<file path="config.mk">
export PLATFORM = sky130hd
export DESIGN_NAME = return_stack
export DESIGN_NICKNAME = d
export VERILOG_FILES = /design/src/rtl/return_stack.sv
export SDC_FILE = /design/constraint.sdc
export NUM_CORES = 1
export LEC_CHECK = 0
export CORE_UTILIZATION = 50
export DETAILED_ROUTE_END_ITERATION = 10
export PLACE_DENSITY_LB_ADDON = 0.05
export SETUP_SLACK_MARGIN = 0.5
export SLEW_MARGIN = 20
export SYNTH_ARGS = -nofsm -noshare
export SYNTH_HDL_FRONTEND = slang
export SYNTH_SLANG_ARGS = --single-unit
</file>
<file path="constraint.sdc">
create_clock -name clk -period 6.6 [get_ports clk]
set_input_delay 1.32 -clock clk [delete_from_list [all_inputs] [get_ports clk]]
set_output_delay 1.32 -clock clk [all_outputs]
set_load 0.02 [all_outputs]
</file>
<file path="src/rtl/return_stack.sv">
// Return-address stack (LIFO) for the single-cycle datapath's CALL/RET.
// CALL pushes pc+1. RET pops and uses data_out_o as the next PC in the same cycle.
// The stack tracks its depth and keeps sticky overflow/underflow flags.
// When full, a push is either dropped or overwrites the oldest entry (WRAP_ON_FULL).
//
// Ports:
//   clk          clock, rising edge
//   reset        synchronous, active-low
//   push_i       push data_in_i this cycle
//   pop_i        pop the top entry this cycle
//   data_in_i    value to push
//   err_clear_i  clear overflow/underflow on the next edge
//   data_out_o   current top of stack (0 when empty), combinational from state
//   count_o      number of valid entries, 0..DEPTH
//   empty_o      count_o == 0
//   full_o       count_o == DEPTH
//   overflow_o   sticky: push attempted while full
//   underflow_o  sticky: pop attempted while empty
module return_stack #(
  parameter int unsigned AW           = 12,
  parameter int unsigned DEPTH        = 8,
  parameter int unsigned WRAP_ON_FULL = 0
) (
  input  logic                     clk,
  input  logic                     reset,
  input  logic                     push_i,
  input  logic                     pop_i,
  input  logic [AW-1:0]            data_in_i,
  input  logic                     err_clear_i,
  output logic [AW-1:0]            data_out_o,
  output logic [$clog2(DEPTH):0]   count_o,
  output logic                     empty_o,
  output logic                     full_o,
  output logic                     overflow_o,
  output logic                     underflow_o
);

  localparam int unsigned PW = $clog2(DEPTH);
  localparam int unsigned CW = PW + 1;
  localparam logic [CW-1:0] DepthC = CW'(DEPTH);

  logic [AW-1:0] mem_q [DEPTH];
  logic [PW-1:0] top_q, top_d;
  logic [CW-1:0] count_q, count_d;
  logic          overflow_q, overflow_d;
  logic          underflow_q, underflow_d;
  logic          we;
  logic [PW-1:0] waddr;
  logic          empty, full;

  assign empty = (count_q == '0);
  assign full  = (count_q == DepthC);

  always_comb begin
    top_d       = top_q;
    count_d     = count_q;
    // A fault seen on the same edge is applied after the clear, so the set wins.
    overflow_d  = overflow_q & ~err_clear_i;
    underflow_d = underflow_q & ~err_clear_i;
    we          = 1'b0;
    waddr       = top_q + PW'(1);
    case ({push_i, pop_i})
      2'b10: begin
        if (!full) begin
          we      = 1'b1;
          top_d   = top_q + PW'(1);
          count_d = count_q + CW'(1);
        end else begin
          overflow_d = 1'b1;
          // When full, top+1 (mod DEPTH) is the oldest slot, so advancing overwrites it.
          if (WRAP_ON_FULL != 0) begin
            we    = 1'b1;
            top_d = top_q + PW'(1);
          end
        end
      end
      2'b01: begin
        if (!empty) begin
          top_d   = top_q - PW'(1);
          count_d = count_q - CW'(1);
        end else begin
          underflow_d = 1'b1;
        end
      end
      2'b11: begin
        we = 1'b1;
        if (!empty) begin
          // Tail call: the return address is replaced in place.
          waddr = top_q;
        end else begin
          top_d   = top_q + PW'(1);
          count_d = CW'(1);
        end
      end
      default: ;
    endcase
  end

  always_ff @(posedge clk) begin
    if (!reset) begin
      top_q       <= '0;
      count_q     <= '0;
      overflow_q  <= 1'b0;
      underflow_q <= 1'b0;
    end else begin
      top_q       <= top_d;
      count_q     <= count_d;
      overflow_q  <= overflow_d;
      underflow_q <= underflow_d;
    end
  end

  // Storage has no reset; reads are masked to 0 while empty.
  always_ff @(posedge clk) begin
    if (reset && we) begin
      mem_q[waddr] <= data_in_i;
    end
  end

  assign data_out_o  = empty ? '0 : mem_q[top_q];
  assign count_o     = count_q;
  assign empty_o     = empty;
  assign full_o      = full;
  assign overflow_o  = overflow_q;
  assign underflow_o = underflow_q;

endmodule
</file>
==> run_results.csv <==
group,metric,value,unit
clock_network,clockBufferDepth,2,
run_status,outcome,"completed",
drt,drtIter0Drc,206,
final_layout,final_cells,420,
sta,final_hold_viol_count,0,
final_layout,ff_latch_area,3120,sq um
floorplan,io_pins,37,
sta,fin_crit,4.39,ns
logic_synthesis,yosysSeqAreaShare,66.6,%
floorplan,die_h,98.8,microns
logic_synthesis,synth_cell_type_count,53,
final_layout,drive_gt1_share,18.9,%
floorplan,start_util,52.7,%
floorplan,fp.coreArea,8890,sq um
placed_design,portBuffers,36,
logic_synthesis,ys.flop_type,"edfxtp_1",
clock_network,cts_setup_buffers,0,
worst_setup_path,cp_data_arrival_time,3.07,ns
drt,drc,0,
sta,timing.hold.ws,0.527,ns
logic_synthesis,synth_nets,300,
drt,post_drt_wl_per_cell,21.3,microns
logic_synthesis,syn-cell-area,4690,sq um
logic_synthesis,yosys-mux-area-fraction,15.4,%
clock_network,ctsResizeCount,0,
logic_synthesis,ys_warn_count,0,
hold_path,hp-class,"register to register",
final_layout,final_core_util,60.0,%
worst_setup_path,endpoint_kind,"output port",
sta,tightest_slew,1.09,ns
placed_design,hpwlAfterDp,5930,microns
global_routing,grt_pass1_vias,2466,
final_layout,nets,332,
logic_synthesis,syn_area_per_cell,17.1,sq um
clock_network,holdBufCountCts,0,
sta,rsz0062_at_grt,"false",
final_layout,syn2layout_area_growth,13.8,%
sta,max_freq,0.228,GHz
global_routing,grt_pass1_wl,13900,microns
worst_setup_path,required,5.28,ns
clock_network,htree_num_levels,3,
logic_synthesis,synthCells,275,
global_routing,antenna_found_initial,0,
sta,setup_tns,0,ns
logic_synthesis,synth_compound_area_share,6.16,%
logic_synthesis,synth_edf_count,96,
drt,vias,2466,
worst_setup_path,critPathLaunchType,"register",
final_layout,num_antenna_cells,0,
logic_synthesis,synth-async-reset-ratio,0,%
drt,dr.pass1.iters,4,
global_routing,grt_use_total,19.8,%
sta,maxSlewViolCount,0,
final_layout,multi_input_area,1450,sq um
clock_network,clkTransAtPathRegs,0.11,ns
power_and_ir_drop,power_leakage,0.00173,uW
run,drv_cap,0,
sta,finalSetupViolCount,0,
worst_setup_path,critPathKind,"register to output port",
final_layout,fill_cells,666,
power_and_ir_drop,p_per_area,302,nW/um^2
sta,fin_worst_skew,0.0117,ns
clock_network,clk_latency,0.36,ns
worst_setup_path,critPathMaxFanout,13,
drt,wl,8930,microns
power_and_ir_drop,vdd_drop_max,0.000159,V
logic_synthesis,synth_top_family_by_area,"multiplexers",
global_routing,grt-ovfl-total,0,
clock_network,clock-sinks,108,
logic_synthesis,synth_fa_ha_area_share,2.13,%
drt,viasPerCell,5.87,
floorplan,dieArea,9770,sq um
placed_design,placed_cells,404,
logic_synthesis,ys_seq_elements,108,
logic_synthesis,yosys.area_share.simple,5.90,%
floorplan,die_w,98.8,microns
placed_design,place.gp.congestion,0.800,
placed_design,pre_cts_ws,2.22,ns
clock_network,clockRootBuffer,"clkbuf_8",
sta,finalCritPeriodShare,66.5,%
clock_network,cts_tree,"yes",
clock_network,cts-buffers-inserted,9,
logic_synthesis,synthXorXnorAreaFrac,0.934,%
sta,relSlewSlack,27.0,%
drt,antenna_left,0,
sta,finalWorstSetupSlack,2.21,ns
floorplan,row_count,34,
global_routing,grt_max_degree,25,
## flip-flops by register name (all words and copies together) (netlist names), named ones only
| name | count |
|---|---|
| mem_q | 96 |
| count_o | 4 |
| underflow_o | 1 |
| top_q | 3 |
| overflow_o | 1 |
## path summary, 6_finish.rpt
path | from | to | slack (ns) | depth (start not counted)
setup / recovery | register | data_out_o[0] | 2.21 | 5
hold reg to reg | underflow_o | underflow_o | 0.53 | 2
setup reg to reg | count_o[1] | mem_q[2][6] | 3.82 | 4
hold / removal | underflow_o | underflow_o | 0.53 | 2
## power breakdown
group / internal [uW] / switching (uW) / leakage (uW)
combinational: 176 / 196 / 0.000661
clock: 186 / 240 / 0.000106
sequential: 778 / 38.2 / 0.000965
total: 1140 / 474 / 0.00173
## synthesized netlist by cell type (all sizes together) (4+ instances only)
cell type	n	area share (%)
inv	9	0.72
o21ai	4	0.43
nor2	26	2.1
mux4	24	12
edfxtp	96	61
nand2	7	0.56
dfxtp	12	5.1
buf	13	1.8
clkbuf	5	0.40
ha	8	2.1
mux2i	14	3.0
a21oi	5	0.85
## cell families (layout without fill, tap and decap cells)
| logic type | after synthesis | after routing |
|---|---|---|
| AO/OA/AOI/OAI | 33 | 33 |
| XOR/XNOR | 5 | 5 |
| adder cells (fa/ha/maj) | 8 | 8 |
| buffers and inverters | 27 | 64 |
| flip-flops | 108 | 108 |
| multiplexers | 41 | 41 |
| AND/OR/NAND/NOR | 53 | 53 |
## cell type report
cell class                      instances  area share [%]
Multi-Input combinational cell        140            27.1
Sequential cell                       108            58.5
Tap cell                              108            2.53
Clock buffer                            9            2.32
Timing Repair Buffer                   39            7.17
Inverter                                9           0.633
Clock inverter                          7            1.71
## layer usage
| metal | up-vias | track usage [%] | part of all wire [%] |
|---|---|---|---|
| met1 | 1232 | 30.9 | 51 |
| li1 | 1152 | - | - |
| met4 | 0 | 8.04 | 0.94 |
| met2 | 76 | 28.2 | 44 |
| met3 | 6 | 2.91 | 4.2 |
| met5 | - | 0 | 0 |
## critical path, cell delays in order (launching register included)
cell and delay [ns]:
dfxtp_1 0.94, buf_4 0.41, mux4_2 0.59, mux2i_1 0.18
nor2_1 0.07, clkdlybuf4s50_1 0.53
## cell usage in the layout (no fill, tap or decap), types with 2 or more instances in the layout
master,n
o21ai_0,4
inv_1,9
a21oi_1,3
nor2_1,21
edfxtp_1,96
nor2_2,5
xnor2_1,2
nand3_1,2
nand2b_1,2
nand4_1,2
nor2b_2,2
nand3b_1,2
mux2_4,2
o211a_1,2
ha_1,8
xor2_1,3
a22oi_1,3
clkdlybuf4s50_1,36
o32ai_1,2
clkbuf_8,9
o211ai_1,3
mux2i_1,14
and3_1,2
mux4_2,24
inv_6,3
nand2_1,7
dfxtp_1,12
buf_4,3
## stage by stage
| stage | area [sq um] | total power [uW] |
|---|---|---|
| 6_report | 5340 | 1610 |
| 5_1_grt | 5340 | 1670 |
| 4_1_cts | 5320 | 1620 |
| 3_5_place_dp | 5110 | 1200 |
| 3_3_place_gp | 5110 | 1200 |
| 2_1_floorplan | 4690 | 1070 |
(Power assumes the default switching activity.)
